--- src/rtl/servo_ramp_sequencer.sv ---
// ---------------------------------------------------------------------------------------------
// servo_ramp_sequencer
//
// Programming-side sequencer for a 4-channel servo PWM controller. It keeps a target duty per
// channel and, once per update tick, moves each channel's current duty at most STEP counts toward
// its target. Each changed duty is written to the PWM controller through its
// channelselect/duty/latchbtn interface: the select and duty are set up, latchbtn is pulsed low,
// then released.
//
// Optional build macro: SERVO_SEQ_PRELOAD_EN
//   defined   - targets and currents reset to INIT_DUTY. The first cycle after reset release
//               starts a forced sweep that writes INIT_DUTY to all four channels, regardless of
//               enable and of the equality check.
//   undefined - targets and currents reset to 0. No write happens until a target differs.
//
// Ports:
//   clock         system clock
//   resetn        asynchronous active-low reset
//   enable        1 = update ticks start sweeps, 0 = ticks are dropped
//   cmd_valid     target write request
//   cmd_ready     target write accepted when cmd_valid & cmd_ready (high only in idle)
//   cmd_channel   channel to retarget
//   cmd_target    new target duty
//   channelselect channel select to the PWM controller
//   duty          duty value to the PWM controller
//   latchbtn      latch strobe to the PWM controller, active low, idles high
//   busy          high whenever a sweep is in progress
//   at_target     bit i set when channel i current duty equals its target
// ---------------------------------------------------------------------------------------------

module servo_ramp_sequencer #(
  parameter int unsigned CLK_HZ    = 50_000_000,
  parameter int unsigned UPDATE_HZ = 50,
  parameter int unsigned STEP      = 4,
  parameter int unsigned SETUP_CYC = 2,
  parameter int unsigned PULSE_CYC = 2,
  parameter logic [7:0]  INIT_DUTY = 8'h80
) (
  input  logic       clock,
  input  logic       resetn,
  input  logic       enable,
  input  logic       cmd_valid,
  output logic       cmd_ready,
  input  logic [1:0] cmd_channel,
  input  logic [7:0] cmd_target,
  output logic [1:0] channelselect,
  output logic [7:0] duty,
  output logic       latchbtn,
  output logic       busy,
  output logic [3:0] at_target
);

  // -------------------------------------------------------------------------------------------
  // Derived constants
  // -------------------------------------------------------------------------------------------
  localparam int unsigned TickDiv = (CLK_HZ / UPDATE_HZ > 0) ? (CLK_HZ / UPDATE_HZ) : 1;
  localparam int unsigned TickW   = (TickDiv > 1) ? $clog2(TickDiv) : 1;
  localparam logic [TickW-1:0] TickLast = TickW'(TickDiv - 1);

  localparam int unsigned CycMax = (SETUP_CYC > PULSE_CYC) ? SETUP_CYC : PULSE_CYC;
  localparam int unsigned CycW   = (CycMax > 1) ? $clog2(CycMax) : 1;
  localparam logic [CycW-1:0] SetupLast = CycW'(SETUP_CYC - 1);
  localparam logic [CycW-1:0] PulseLast = CycW'(PULSE_CYC - 1);

  localparam logic [8:0] StepWide = 9'(STEP);
  localparam logic [7:0] StepByte = 8'(STEP);

`ifdef SERVO_SEQ_PRELOAD_EN
  localparam logic [7:0] RstDuty  = INIT_DUTY;
  localparam logic       RstForce = 1'b1;
`else
  localparam logic [7:0] RstDuty  = 8'h00;
  localparam logic       RstForce = 1'b0;
`endif

  typedef enum logic [2:0] {
    StIdle  = 3'd0,
    StScan  = 3'd1,
    StSetup = 3'd2,
    StPulse = 3'd3,
    StHold  = 3'd4
  } state_e;

  // -------------------------------------------------------------------------------------------
  // State
  // -------------------------------------------------------------------------------------------
  state_e          state_q;
  logic [1:0]      ch_q;
  logic [CycW-1:0] cyc_q;
  logic            latch_q;
  logic [1:0]      chsel_q;
  logic [7:0]      duty_q;
  logic            tick_pending_q;
  logic            force_q;
  logic [7:0]      target_q  [4];
  logic [7:0]      current_q [4];

  logic [TickW-1:0] tick_cnt_q, tick_cnt_d;
  logic             tick;

  // -------------------------------------------------------------------------------------------
  // Update tick: free-running divider, independent of enable
  // -------------------------------------------------------------------------------------------
  always_comb begin
    tick       = (tick_cnt_q == TickLast);
    tick_cnt_d = tick ? '0 : tick_cnt_q + 1'b1;
  end

  always_ff @(posedge clock or negedge resetn) begin
    if (!resetn) begin
      tick_cnt_q <= '0;
    end else begin
      tick_cnt_q <= tick_cnt_d;
    end
  end

  // -------------------------------------------------------------------------------------------
  // Slew arithmetic for the channel under scan. The difference is taken in 9 bits on the
  // ordered operands so the step can never overshoot the target or wrap past 0/255.
  // -------------------------------------------------------------------------------------------
  logic [7:0] cur_sel;
  logic [7:0] tgt_sel;
  logic [8:0] diff;
  logic [7:0] slew_duty_d;
  logic       need_write;

  always_comb begin
    cur_sel     = current_q[ch_q];
    tgt_sel     = target_q[ch_q];
    diff        = '0;
    slew_duty_d = cur_sel;
    if (tgt_sel > cur_sel) begin
      diff        = {1'b0, tgt_sel} - {1'b0, cur_sel};
      slew_duty_d = (diff <= StepWide) ? tgt_sel : cur_sel + StepByte;
    end else if (tgt_sel < cur_sel) begin
      diff        = {1'b0, cur_sel} - {1'b0, tgt_sel};
      slew_duty_d = (diff <= StepWide) ? tgt_sel : cur_sel - StepByte;
    end
    // The forced preload sweep writes even channels that already match.
    need_write = (cur_sel != tgt_sel) || force_q;
  end

  // -------------------------------------------------------------------------------------------
  // Sequencer FSM with registered outputs
  // -------------------------------------------------------------------------------------------
  always_ff @(posedge clock or negedge resetn) begin
    if (!resetn) begin
      state_q        <= StIdle;
      ch_q           <= 2'd0;
      cyc_q          <= '0;
      latch_q        <= 1'b1;
      chsel_q        <= 2'd0;
      duty_q         <= 8'h00;
      tick_pending_q <= 1'b0;
      force_q        <= RstForce;
      for (int i = 0; i < 4; i++) begin
        target_q[i]  <= RstDuty;
        current_q[i] <= RstDuty;
      end
    end else begin
      // cmd_ready is only high in idle, so a target never changes under an active scan.
      if (cmd_valid && cmd_ready) begin
        target_q[cmd_channel] <= cmd_target;
      end

      unique case (state_q)
        StIdle: begin
          if (tick_pending_q || force_q) begin
            state_q        <= StScan;
            ch_q           <= 2'd0;
            tick_pending_q <= 1'b0;
          end
        end

        StScan: begin
          if (need_write) begin
            current_q[ch_q] <= slew_duty_d;
            chsel_q         <= ch_q;
            duty_q          <= slew_duty_d;
            cyc_q           <= '0;
            state_q         <= StSetup;
          end else if (ch_q == 2'd3) begin
            state_q <= StIdle;
            force_q <= 1'b0;
          end else begin
            ch_q <= ch_q + 2'd1;
          end
        end

        StSetup: begin
          if (cyc_q == SetupLast) begin
            cyc_q   <= '0;
            latch_q <= 1'b0;
            state_q <= StPulse;
          end else begin
            cyc_q <= cyc_q + 1'b1;
          end
        end

        StPulse: begin
          if (cyc_q == PulseLast) begin
            cyc_q   <= '0;
            latch_q <= 1'b1;
            state_q <= StHold;
          end else begin
            cyc_q <= cyc_q + 1'b1;
          end
        end

        StHold: begin
          if (ch_q == 2'd3) begin
            state_q <= StIdle;
            force_q <= 1'b0;
          end else begin
            ch_q    <= ch_q + 2'd1;
            state_q <= StScan;
          end
        end

        default: begin
          state_q <= StIdle;
          latch_q <= 1'b1;
        end
      endcase

      // Placed after the FSM so a tick arriving as the sweep launches is still remembered;
      // ticks during a sweep collapse into this single flag.
      if (tick && enable) begin
        tick_pending_q <= 1'b1;
      end
    end
  end

  // -------------------------------------------------------------------------------------------
  // Outputs
  // -------------------------------------------------------------------------------------------
  always_comb begin
    at_target = 4'h0;
    for (int i = 0; i < 4; i++) begin
      at_target[i] = (current_q[i] == target_q[i]);
    end
  end

  assign cmd_ready     = (state_q == StIdle);
  assign busy          = (state_q != StIdle);
  assign channelselect = chsel_q;
  assign duty          = duty_q;
  assign latchbtn      = latch_q;

endmodule
--- config.mk ---
export PLATFORM = sky130hd
export DESIGN_NAME = servo_ramp_sequencer
export DESIGN_NICKNAME = d
export VERILOG_FILES = /design/src/rtl/servo_ramp_sequencer.sv
export SDC_FILE = /design/constraint.sdc
export NUM_CORES = 1
export LEC_CHECK = 0
export BUFFER_PORTS_ARGS = -buffer_cell sky130_fd_sc_hd__buf_2
export CAP_MARGIN = 10
export CORE_MARGIN = 5
export CORE_UTILIZATION = 50
export CTS_BUF_LIST = sky130_fd_sc_hd__clkbuf_8
export CTS_CLUSTER_DIAMETER = 80
export DETAILED_ROUTE_END_ITERATION = 7
export PLACE_DENSITY = 0.74
export REMOVE_ABC_BUFFERS = 1
export SYNTH_ARGS = -nofsm -noshare
export SYNTH_HDL_FRONTEND = slang
export SYNTH_SLANG_ARGS = --single-unit
--- constraint.sdc ---
create_clock -name clock -period 5.5 [get_ports clock]
set_clock_uncertainty 0.1 [all_clocks]
set_input_delay 0.275 -clock clock [delete_from_list [all_inputs] [get_ports clock]]
set_output_delay 0.275 -clock clock [all_outputs]
set_load 0.005 [all_outputs]
==> flow_metrics.tcl, run 1 <==
set metrics [dict create \
    final_period_minus_worst_setup_slack_ns 5.04 \
    cp_cell_sequence "buf_4 -> mux4_2 -> inv_1 -> ha_1 -> and2_1 -> and3_1 -> a2111o_1 -> o21a_1 -> o21ai_1 -> nor2_1 -> a221oi_1 -> o21ai_0" \
    final_antenna_net_count 0 \
    drt-total-wl_mm 14.9 \
    powerDensity_nw_per_um2 263 \
    slew_viol_final 0 \
    hold_path_class "in -> reg" \
    netlist-cell-type-count 63 \
    layout.filler_cells 980 \
    yosys_warnings 0 \
    power.share.clock_pct 28.0 \
    slew_headroom_pct 29.9 \
    layout_commonest_cell "dfrtp_1" \
    die_width_microns 119 \
    vias_in_the_first_global_route 4658 \
    number_of_placed_instances_taps_included 742 \
    cts.sinks 102 \
    cp_data_required_time_ns 5.61 \
    synthesis.area_per_instance_sq_um 10.2 \
    synth-edff-count 0 \
    finalSetupViolCount 0 \
    drc_violations 0 \
    synth-seq-area-share_pct 43.0 \
    critical-path-max-stage-delay_ns 0.84 \
    timing.critical_path.from_type "register" \
    internal_power_uw 1170 \
    cts_root_buffer "clkbuf_8" \
    crit_fanout 16 \
    mostFrequentLayoutCells "dfrtp_1, nor2_1, nand2_1" \
    final_layout_size_suffix_gt1_share_pct 18.2 \
    utilization_pct 55.9 \
    totalNegativeSetupSlack_ns 0 \
    vdd.ir_drop.worst_mv 0.208 \
    grt_start_max_net_pins 79 \
    final_net_count 648 \
    setup_buffers_after_cts 0 \
    clock.fmax_mhz 198 \
    r2r_setup_slack_ns 0.46 \
    slowest_stage "dfrtp_1" \
    synthesis.instances 583 \
    coreArea_sq_um 11500 \
    routed_wire_length_per_instance_microns 19.6 \
    tritoncts.num_buffers 9 \
    via_count 4666 \
    synthDominantCellAreaShare_pct 42.6 \
    placement.io_buffers 30 \
    critPathKind "reg -> reg" \
    std_cell_rows 39 \
    cts.htree.levels 3 \
    post_cts_resized 0 \
    netlist.top_cell.by_area "dfrtp_1" \
    dp_hpwl_mm 11.3 \
    grt_pass1_wl_mm 24.4 \
    area.growth.synth_to_final_pct 8.30 \
    antennaDiodeCount 0 \
    die_area_sq_um 14200 \
    drt-vias-per-instance 6.15 \
    netSwitchingFraction_pct 30.6 \
    clock_path_buffers 2 \
    filler_free_cell_count_of_the_finished_design 759 \
    die_h_microns 119 \
    tightest_slew_ns 1.05 \
    finalWeightedCongestion 0.896 \
    post_synth_instance_area_sq_um 5940 \
    final.period_utilization_pct 91.6 \
    detailedRoute.firstIterationViolations 412 \
    setup_ws_final_ns 0.461 \
    critPathCaptureType "register" \
    design.portCount 31 \
    clk_transition_reported_paths_ns 0.09 \
    timing.max_cap.violations 0 \
    synth_seq_cells 102 \
    synth.top_cells.by_area "dfrtp_1, mux2_2, xnor2_1" \
    tritoncts "yes" \
    cts-hold-fix-buffers 1 \
    outcome "completed" \
    ys_dominant_reg_cell "dfrtp_1" \
    sequentialPowerShare_pct 49.8 \
    global_route.overflow_total 0 \
    worst-endpoint-arrival_ns 5.15 \
    antenna_found_initial 0 \
    clk_latency_worst_skew_pair_ns 0.37 \
    p_comb_share_pct 22.2 \
    placement.setup.worst_slack_ns 0.581 \
    initial_core_util_pct 51.6 \
    rsz0062_at_grt "no" \
    cellLeakagePower_uw 0.00271 \
    postSynth.asyncResetShare_pct 100 \
    power_switching_uw 517 \
    report.final.hold_viol_count 0 \
    globalRouteTotalUtil_pct 21.6 \
    first_pass_iters 7 \
]
## power by group through the flow
stage | logic (uW) | registers, uW | clock network (uW)
6_report | 375 | 841 | 474
5_1_grt | 405 | 846 | 513
4_1_cts | 370 | 839 | 480
3_5_place_dp | 368 | 854 | 0
3_3_place_gp | 360 | 851 | 0
2_1_floorplan | 267 | 839 | 0
## worst max-delay path, delay by kind of cell (launching register included)
family                     cells  cell delay, ns
muxes                          1            0.39
AOI/OAI and AO/OA              5            1.91
DFF                            1            0.84
buffers and inverters          2            0.54
and+or+nand+nor                3            0.66
adders and majority gates      1            0.41
## Yosys cell counts (2+ instances only)
cell and instances:
inv_1 21, a221oi_1 2, nand3b_1 5, nor2_1 62
o22a_1 2, nand2_1 59, and3_1 6, o22ai_1 2
nand4_1 14, ha_1 23, o21a_1 3, o221ai_1 2
mux4_2 12, o21ai_0 29, a32oi_1 2, and2_1 6
buf_2 3, o31ai_1 7, nor3_2 2, nor2b_1 7
o21ai_1 4, buf_1 5, and4_1 2, a31oi_1 15
mux2i_1 9, a22oi_1 2, a211oi_1 2, xnor2_1 46
xor2_1 10, dfrtp_1 101, mux2_2 37, clkbuf_1 9
nand3_1 17, nand2b_1 6, or3_1 2, nor4_1 2
a21oi_1 15, nor3_1 5
## cell families (layout without fill, tap and decap cells)
family	after synthesis	in the layout	synth area share (%)
DFF	102	102	43.0
and+or+nand+nor	204	204	16.7
xor gates and xnor gates	56	56	8.26
buffers and inverters	39	72	2.65
AOI/OAI and AO/OA	101	101	11.5
adders and majority gates	23	23	4.85
muxes	58	58	13.1
## per-stage QoR
stage | power [uW] | hold WS [ns] | instance area (sq um)
finish | 1690 | 0.0193 | 6430
global route | 1760 | 0.0280 | 6430
CTS | 1690 | 0.0105 | 6430
detailed placement | 1220 | 0.103 | 6220
global placement | 1210 | 0.104 | 6220
floorplan | 1110 | -0.121 | 5860
## final cells by class
class / count / area, sq um / area share (%)
Multi-Input combinational cell: 442 / 3230 / 50.2
Sequential cell: 102 / 2550 / 39.7
Timing Repair Buffer: 35 / 193 / 3.00
Tap cell: 143 / 179 / 2.78
Clock buffer: 10 / 138 / 2.14
Inverter: 21 / 78.8 / 1.23
Clock inverter: 6 / 62.6 / 0.973
## routing by layer
metal  GRT usage, %  vias to the layer above  wire [microns]
li1               -                     2127               -
met1           30.1                     2345            6790
met2           34.4                      169            6970
met3           3.41                       25             795
met4           7.39                        0             297
met5              0                        -               0
## worst paths after layout
| kind | from | end | depth (start not counted) |
|---|---|---|---|
| min in group asynchronous | resetn | tick_cnt_q[11] | 2 |
| hold reg to reg | duty[0] | duty[0] | 2 |
| max in group asynchronous | resetn | current_q[16] | 3 |
| setup / recovery | ch_q[1] | current_q[19] | 12 |
| setup reg to reg | ch_q[1] | current_q[19] | 12 |
| hold / removal | enable | tick_pending_q | 2 |
## registers in the layout (all words and copies together) (netlist names)
signal          flops
target_q           32
tick_pending_q      1
tick_cnt_q         20
channelselect       2
state_q             3
current_q          32
cyc_q               1
ch_q                2
latchbtn            1
duty                8
(Power assumes the default switching activity.)
==> inputs of run 2 (changes only) <==
--- a/config.mk
+++ b/config.mk
@@ -8,11 +8,11 @@
 export BUFFER_PORTS_ARGS = -buffer_cell sky130_fd_sc_hd__buf_2
 export CAP_MARGIN = 10
 export CORE_MARGIN = 5
-export CORE_UTILIZATION = 50
+export CORE_UTILIZATION = 64
 export CTS_BUF_LIST = sky130_fd_sc_hd__clkbuf_8
 export CTS_CLUSTER_DIAMETER = 80
 export DETAILED_ROUTE_END_ITERATION = 7
-export PLACE_DENSITY = 0.74
+export PLACE_DENSITY = 0.9
 export REMOVE_ABC_BUFFERS = 1
 export SYNTH_ARGS = -nofsm -noshare
 export SYNTH_HDL_FRONTEND = slang
==> run 2 against run 1 <==
- utilization is 14 points higher
- first-iteration DRC count is 81% higher
- via count is 4.1% higher
- die area is 20% lower
- global-route usage is 7.0 points higher
- cell area is 1.1% lower
- final cell count is 4.5% lower
- sequential share of layout area is 0.45 points higher
- total power is 1.4% lower
==> flow_metrics.tcl, run 2 (synthesis gave the netlist of run 1 again) <==
set metrics [dict create \
    critical-path-max-stage-delay_ns 1.10 \
    placement.io_buffers 30 \
    clock.fmax_mhz 193 \
    die_width_microns 106 \
    initial_core_util_pct 64.9 \
    powerDensity_nw_per_um2 262 \
    timing.critical_path.from_type "register" \
    final_period_minus_worst_setup_slack_ns 5.18 \
    mostFrequentLayoutCells "dfrtp_1, nor2_1, nand2_1" \
    grt_pass1_wl_mm 25.2 \
    cts.htree.levels 3 \
    rsz0062_at_grt "no" \
    drc_violations 0 \
    whs_path_depth 2 \
    r2r_setup_slack_ns 0.32 \
    antenna_found_initial 0 \
    area.growth.synth_to_final_pct 7.08 \
    cp_cell_sequence "mux4_2 -> inv_1 -> ha_1 -> and2_1 -> and3_1 -> a2111o_1 -> o21a_1 -> o21ai_1 -> nor2_1 -> a221oi_1 -> o21ai_0" \
    post-layout-total-power_uw 1670 \
    worst-endpoint-arrival_ns 5.29 \
    vias_in_the_first_global_route 4798 \
    clk_transition_reported_paths_ns 0.11 \
    detailedRoute.firstIterationViolations 747 \
    tritoncts.num_buffers 9 \
    worst_hold_slack_ns 0.0193 \
    final.period_utilization_pct 94.1 \
    final_layout_size_suffix_gt1_share_pct 17.9 \
    drt-total-wl_mm 15.5 \
    outcome "completed" \
    cts_root_buffer "clkbuf_8" \
    top_regs "current_q (32), target_q (32), tick_cnt_q (20)" \
    die_h_microns 106 \
    final_antenna_net_count 0 \
    utilization_pct 69.5 \
    grt_start_max_net_pins 89 \
    totalNegativeSetupSlack_ns 0 \
    coreArea_sq_um 9150 \
    crit_fanout 22 \
    layout_commonest_cell "dfrtp_1" \
    global_route.overflow_total 0 \
    critPathKind "reg -> reg" \
    cp_data_required_time_ns 5.61 \
    std_cell_rows 35 \
    tightest_slew_ns 1.13 \
    critPathCaptureType "register" \
    worst_hold_startpoint "enable" \
    tritoncts "yes" \
    design.portCount 31 \
    final_net_count 646 \
    start_of_the_worst_register_to_register_path "ch_q[0]" \
    placed_cell_area_sq_um 6170 \
    cts.sinks 102 \
    routed_wire_length_per_instance_microns 21.3 \
    slowest_stage "dfrtp_1" \
    slew_headroom_pct 24.8 \
    vdd.ir_drop.worst_mv 0.241 \
    dp_hpwl_mm 11.2 \
    timing.max_cap.violations 0 \
    ff2ff_path_depth 11 \
    finalWeightedCongestion 1.01 \
    antennaDiodeCount 0 \
    globalRouteTotalUtil_pct 28.5 \
    drt-vias-per-instance 6.70 \
    hold_path_class "in -> reg" \
    worst_hold_path.endpoint "tick_pending_q" \
    first_pass_iters 6 \
    die_area_sq_um 11300 \
    clock_path_buffers 2 \
    finalSetupViolCount 0 \
    slew_viol_final 0 \
    r2r_end "current_q[19]" \
    report.final.hold_viol_count 0 \
    final_design_area_no_fill_sq_um 6360 \
    cellLeakagePower_uw 0.00269 \
    clk_latency_worst_skew_pair_ns 0.37 \
    via_count 4855 \
]
run 2: cell count changes in the layout (fill, tap and decap cells not counted):
| cell | previous run | this run |
|---|---|---|
| buf_4 | 5 | 3 |
| clkbuf_8 | 10 | 9 |
| clkinv_4 | 1 | 2 |
| clkinv_2 | 1 | 0 |
| inv_8 | 0 | 2 |
| bufinv_16 | 1 | 0 |
run 2: layer usage:
metal	track usage [%]	routed length, microns	vias up
li1	-	-	2127
met1	38.5	6150	2389
met2	45.6	7360	274
met3	5.04	1310	65
met4	12.0	627	0
met5	0	0	-
run 2: how the worst max path moves through the flow:
stage / from / to / slack (ns)
floorplan: ch_q[0] / current_q[16] / 1.37
global placement: ch_q[0] / current_q[19] / 0.52
detailed placement: ch_q[0] / current_q[27] / 0.46
CTS: ch_q[0] / current_q[19] / 0.43
global route: ch_q[0] / current_q[19] / 0.11
finish: ch_q[0] / current_q[19] / 0.32
run 2: worst max-delay path, delay by kind of cell (launching register included):
family | cells | cell delay (ns)
buffers and inverters | 1 | 0.22
DFF | 1 | 1.10
adders and majority gates | 1 | 0.41
AOI/OAI and AO/OA | 5 | 1.87
muxes | 1 | 0.68
and+or+nand+nor | 3 | 0.62
run 2: repair_timing:
action	CTS	global route
endpoints found under the setup margin	0	0
setup buffers	0	0
hold buffers	1	0
resized for setup	0	0
endpoints found under the hold margin	14	0
run 2: cell type report:
| type | instances | area, sq um |
|---|---|---|
| Timing Repair Buffer | 33 | 178 |
| Sequential cell | 102 | 2550 |
| Clock inverter | 7 | 58.8 |
| Tap cell | 111 | 139 |
| Multi-Input combinational cell | 442 | 3230 |
| Clock buffer | 9 | 124 |
| Fill cell | 597 | 2790 |
| Inverter | 21 | 78.8 |
run 2: power breakdown:
| part | switching [uW] | total (uW) | leakage (uW) | internal, uW |
|---|---|---|---|---|
| Sequential | 47.5 | 842 | 0.00134 | 794 |
| Clock | 273 | 444 | 0.0000907 | 171 |
| Combinational | 222 | 380 | 0.00126 | 158 |
| Total | 542 | 1670 | 0.00269 | 1120 |
run 2: metrics by stage:
stage | cells | worst slack (ns)
finish | 725 | 0.324
global route | 725 | 0.109
CTS | 725 | 0.433
detailed placement | 708 | 0.464
global placement | 708 | 0.521
floorplan | 565 | 1.37
